## src/rtl/delay_arbiter.sv

```systemverilog
// rtl/delay_arbiter.sv - round-robin scheduler sharing one delay counter among N_REQ requesters
// Optional macro DELAY_ARB_ABORT_EN: dropping req of the granted requester mid-count aborts the grant.
module delay_arbiter #(
    parameter int N_REQ = 4,
    parameter int CNT_W = 4
) (
    input  logic                     clk,
    input  logic                     rst,
    input  logic [N_REQ-1:0]         req,
    input  logic [N_REQ*CNT_W-1:0]   delay_i,
    output logic [N_REQ-1:0]         gnt,
    output logic [N_REQ-1:0]         done,
    output logic                     busy,
    output logic [CNT_W-1:0]         cur_cnt
);

    localparam int IDX_W = $clog2(N_REQ);

    typedef enum logic [1:0] {
        ST_IDLE,
        ST_COUNT,
        ST_DONE
    } state_t;

    state_t             state_q, state_d;
    logic [IDX_W-1:0]   ptr_q, ptr_d;
    logic [IDX_W-1:0]   idx_q, idx_d;
    logic [CNT_W-1:0]   cnt_q, cnt_d;
    logic [CNT_W-1:0]   target_q, target_d;
    logic [N_REQ-1:0]   gnt_q, gnt_d;
    logic [N_REQ-1:0]   done_q, done_d;

    logic               found;
    logic [IDX_W-1:0]   sel_idx;
    logic [IDX_W:0]     cand;
    logic [IDX_W-1:0]   idx_inc;

    // Pointer always moves one past the requester that last held the grant.
    assign idx_inc = (idx_q == IDX_W'(N_REQ - 1)) ? '0 : idx_q + IDX_W'(1);

    always_comb begin
        found   = 1'b0;
        sel_idx = '0;
        cand    = '0;
        for (int i = 0; i < N_REQ; i++) begin
            cand = {1'b0, ptr_q} + (IDX_W + 1)'(i);
            if (cand >= (IDX_W + 1)'(N_REQ)) begin
                cand = cand - (IDX_W + 1)'(N_REQ);
            end
            if (!found && req[cand[IDX_W-1:0]]) begin
                found   = 1'b1;
                sel_idx = cand[IDX_W-1:0];
            end
        end
    end

    always_comb begin
        state_d  = state_q;
        ptr_d    = ptr_q;
        idx_d    = idx_q;
        cnt_d    = cnt_q;
        target_d = target_q;
        gnt_d    = gnt_q;
        done_d   = '0;
        case (state_q)
            ST_IDLE: begin
                gnt_d = '0;
                if (found) begin
                    idx_d          = sel_idx;
                    gnt_d[sel_idx] = 1'b1;
                    target_d       = delay_i[int'(sel_idx)*CNT_W +: CNT_W];
                    cnt_d          = '0;
                    state_d        = ST_COUNT;
                end
            end
            ST_COUNT: begin
`ifdef DELAY_ARB_ABORT_EN
                if (!req[idx_q]) begin
                    state_d = ST_IDLE;
                    gnt_d   = '0;
                    ptr_d   = idx_inc;
                end else
`endif
                if (cnt_q == target_q) begin
                    state_d = ST_DONE;
                    done_d  = gnt_q;
                end else begin
                    cnt_d = cnt_q + CNT_W'(1);
                end
            end
            ST_DONE: begin
                ptr_d   = idx_inc;
                gnt_d   = '0;
                state_d = ST_IDLE;
            end
            default: begin
                state_d = ST_IDLE;
                gnt_d   = '0;
            end
        endcase
    end

    always_ff @(posedge clk or posedge rst) begin
        if (rst) begin
            state_q  <= ST_IDLE;
            ptr_q    <= '0;
            idx_q    <= '0;
            cnt_q    <= '0;
            target_q <= '0;
            gnt_q    <= '0;
            done_q   <= '0;
        end else begin
            state_q  <= state_d;
            ptr_q    <= ptr_d;
            idx_q    <= idx_d;
            cnt_q    <= cnt_d;
            target_q <= target_d;
            gnt_q    <= gnt_d;
            done_q   <= done_d;
        end
    end

    assign gnt     = gnt_q;
    assign done    = done_q;
    assign busy    = (state_q != ST_IDLE);
    assign cur_cnt = cnt_q;

endmodule

```

## config.mk

```make
export PLATFORM = sky130hd
export DESIGN_NAME = delay_arbiter
export DESIGN_NICKNAME = d
export VERILOG_FILES = /design/src/rtl/delay_arbiter.sv
export SDC_FILE = /design/constraint.sdc
export NUM_CORES = 1
export LEC_CHECK = 0
export CORE_MARGIN = 3
export CORE_UTILIZATION = 41
export CTS_CLUSTER_SIZE = 30
export DETAILED_ROUTE_END_ITERATION = 10
export PLACE_DENSITY = 0.75
export SETUP_SLACK_MARGIN = 0.4
export SLEW_MARGIN = 40
export SYNTH_ARGS = -nofsm -noshare
export SYNTH_HDL_FRONTEND = slang
export SYNTH_SLANG_ARGS = --single-unit
```

## constraint.sdc

```tcl
create_clock -name clk -period 1.65 [get_ports clk]
set_clock_uncertainty 0.2 [all_clocks]
set_input_delay 0.495 -clock clk [delete_from_list [all_inputs] [get_ports clk]]
set_output_delay 0.495 -clock clk [all_outputs]
set_load 0.02 [all_outputs]
```

==> run_results.csv <==
group,metric,value,unit
status,status,"finished, violations left",
status,violations,"negative setup slack",
floorplan,coreArea,0.00257,mm²
sta,whs,259,ps
clocking,cts_tree,"built",
placement,place_inst,195,
grt,grt_pass1_wl,6020,µm
cells_and_area,fin_area,0.00220,mm²
synth,synth_fp_nets,130,
floorplan,die_w,59.1,µm
synth,synthCells,106,
drt,routed.top_layer,"met4",
critical_path,cp_max_fo,4,
drt,ant_nets,0,
pwr,power_frac_seq,0.245,
placement,portBuffers,34,
placement,place_congestion,0.763,
sta,finalCritPeriodShare,1.14,
sta,fmax,533,MHz
sta,drv_slew,0,
drt,wirelength,4310,µm
drt,via_per_inst,5.53,
critical_path,slowest_delay,470,ps
drt,met3_length,223,µm
critical_path,worstSetupEndpointType,"flip-flop",
cells_and_area,n_fill_cell,129,
clocking,htree_levels,1,
critical_path,worst-setup-path-type,"reg2reg",
grt,grtUsageTotal,0.239,
clocking,root_buffer,"clkbuf_4",
grt,grt.overflow.total,0,
pwr,power_density,1860,mW/mm²
drt,drc,0,
synth,ys_seq_area_frac,0.476,
pwr,p_clk_frac,0.081,
clocking,clock_sinks,22,
synth,ys_ff_latch,22,
pwr,power.switching,1.66,mW
synth,synth_enable_flop_cells,0,
critical_path,worstPathRequired,1690,ps
worst_hold_path,hp-class,"in2async",
synth,yosysTopAreaCell,"dfrtp_1",
clocking,path_clk_slew,140,ps
synth,synthArstFlopShare,1.00,
synth,ys_top_cells_by_area,"dfrtp_1 48%, nand2_1 3.9%, mux2i_1 3.5%, xnor2_1 3.0%, mux2_4 2.6%",
cells_and_area,drive_above_1_share,0.559,
sta,tightestPinTransition,327,ps
synth,avgSynthCellArea,10.9,µm²
drt,drtPass1Iterations,4,
sta,hold_viol,0,
synth,synth_top_area_frac,0.476,
sta,layout_setup_ws,-226,ps
drt,avgRoutedWirePerCell,19.8,µm
flow_run,maxCapViolations,0,
cells_and_area,final_cell_mix,"30 x buf_6, 27 x buf_4, 17 x dfrtp_1, 17 x clkdlybuf4s50_1, 8 x nand2_1",
sta,min_period,1880,ps
floorplan,die_y,59.1,µm
critical_path,critPathTopFamily,"simple AND/OR/NAND/NOR gates",
synth,yosysWarnings,0,
critical_path,crit_buf_inv,0,
floorplan,floorplan.initialDensity,0.450,
pwr,leakage,1.04,nW
cells_and_area,multi_input_area,792,µm²
cells_and_area,seq_area,557,µm²
placement,post_dp_cell_area,0.00180,mm²
grt,antenna_found_initial,0,
pwr,p_int,2.42,mW
drt,vias,1206,
pwr,pwr-share-comb,0.674,
critical_path,cp-start-kind,"flip-flop",
cells_and_area,nets,213,
grt,grt_max_degree,23,
synth,ys.flop_type,"dfrtp_1",
cells_and_area,final_cells,218,
drt,drt_iter0_markers,77,
synth,ys_types,35,
clocking,clock_latency,340,ps
pwr,switching_share,0.407,
floorplan,row_count,18,
placement,dp_hpwl,2280,µm
sta,rsz0062_at_grt,"true",
floorplan,ios,35,
grt,grt_pass1_vias,1297,
drt,met1_length,1580,µm
clocking,clock_path_buffers,2,
sta,setup_violations,16,
synth,syn-cell-area,0.00116,mm²
critical_path,arrival,1910,ps
drt,wl_met2,2280,µm
clocking,numCtsBuffers,3,
placement,pre_cts_ws,-834,ps
cells_and_area,n_antenna_cell,0,
cells_and_area,final_common_cell,"buf_6",
pwr,irDropWorstVdd,1.51,mV
floorplan,dieArea,0.00349,mm²
critical_path,critPathSlowestCell,"dfrtp_1",
cells_and_area,area_delta_synth_final,89.9,%
sta,max_slew_margin,0.782,
critical_path,worstPathCellList,"nand2b_4 -> and4b_2 -> nor2_8 -> mux2_4 -> o221a_1",
-- cells in the mapped netlist, types with 4 or more instances --
cell	instances
nor2_1	5
xnor2_1	4
o21ai_0	5
mux2i_1	4
dfrtp_1	22
nand2_1	12
nand2b_1	4
and2_1	4
nand3_1	5
-- sequential cells by signal (all words and copies together), names as in the netlist --
name      flops
gnt           4
done          4
idx_q         2
target_q      4
ptr_q         2
cur_cnt       4
state_q       2
-- area by class of cell --
class,count,area share
clock buffer,4,0.0165
inverter,3,0.00513
multi-input combinational,80,0.361
sequential,22,0.254
tap,30,0.0171
timing repair buffer,79,0.347
-- worst min-delay path, stage by stage --
cell	delay [ps]
clkdlybuf4s50_1	400
inv_1	90
buf_12	180
-- per-layer routing --
layer  track usage  vias to the layer above
met4         0.123                        0
met1         0.247                      582
met3        0.0414                       18
li1              -                      549
met5             0                        -
met2         0.453                       57
-- timing repair --
action	CTS	global route
setup endpoints to repair	34	34
setup buffers	14	5
resized for setup	120	17
hold buffers	0	0
pin swaps	18	13
-- power groups by stage --
stage | combinational, mW | sequential [mW] | clock, mW
after floorplan | 0.908 | 1.07 | 0
after global placement | 1.78 | 0.909 | 0
after detailed placement | 1.85 | 0.924 | 0
after CTS | 2.39 | 0.968 | 0.315
after global routing | 2.89 | 1.01 | 0.351
final | 2.75 | 0.999 | 0.330
-- final timing paths --
kind,startpoint,to,slack (ps),cells after the start
min,rst,cur_cnt[3],260,3
min in group clk,idx_q[0],ptr_q[0],390,2
max reg2reg,ptr_q[0],target_q[3],-230,5
max,ptr_q[0],target_q[3],-230,5
min reg2reg,idx_q[0],ptr_q[0],390,2
max in group asynchronous,rst,ptr_q[1],830,3
-- through the flow --
step / TNS (ps) / utilization / power, mW
after CTS: -1160 / 0.816 / 3.67
final: -1680 / 0.855 / 4.08
after global placement: -8860 / 0.701 / 2.69
after detailed placement: -9510 / 0.701 / 2.77
after floorplan: -711 / - / 1.98
after global routing: -2320 / 0.855 / 4.25
-- logic make-up after synthesis --
| family | after synthesis | share of synthesized area |
|---|---|---|
| multiplexers | 7 | 0.0703 |
| AND/OR/NAND/NOR | 42 | 0.223 |
| buffers and inverters | 4 | 0.0141 |
| XOR/XNOR | 6 | 0.0455 |
| adder cells (fa/ha/maj) | 2 | 0.0216 |
| flip-flops | 22 | 0.476 |
| AO/OA/AOI/OAI | 23 | 0.149 |
Note: power is estimated with default switching activity, not from simulation.
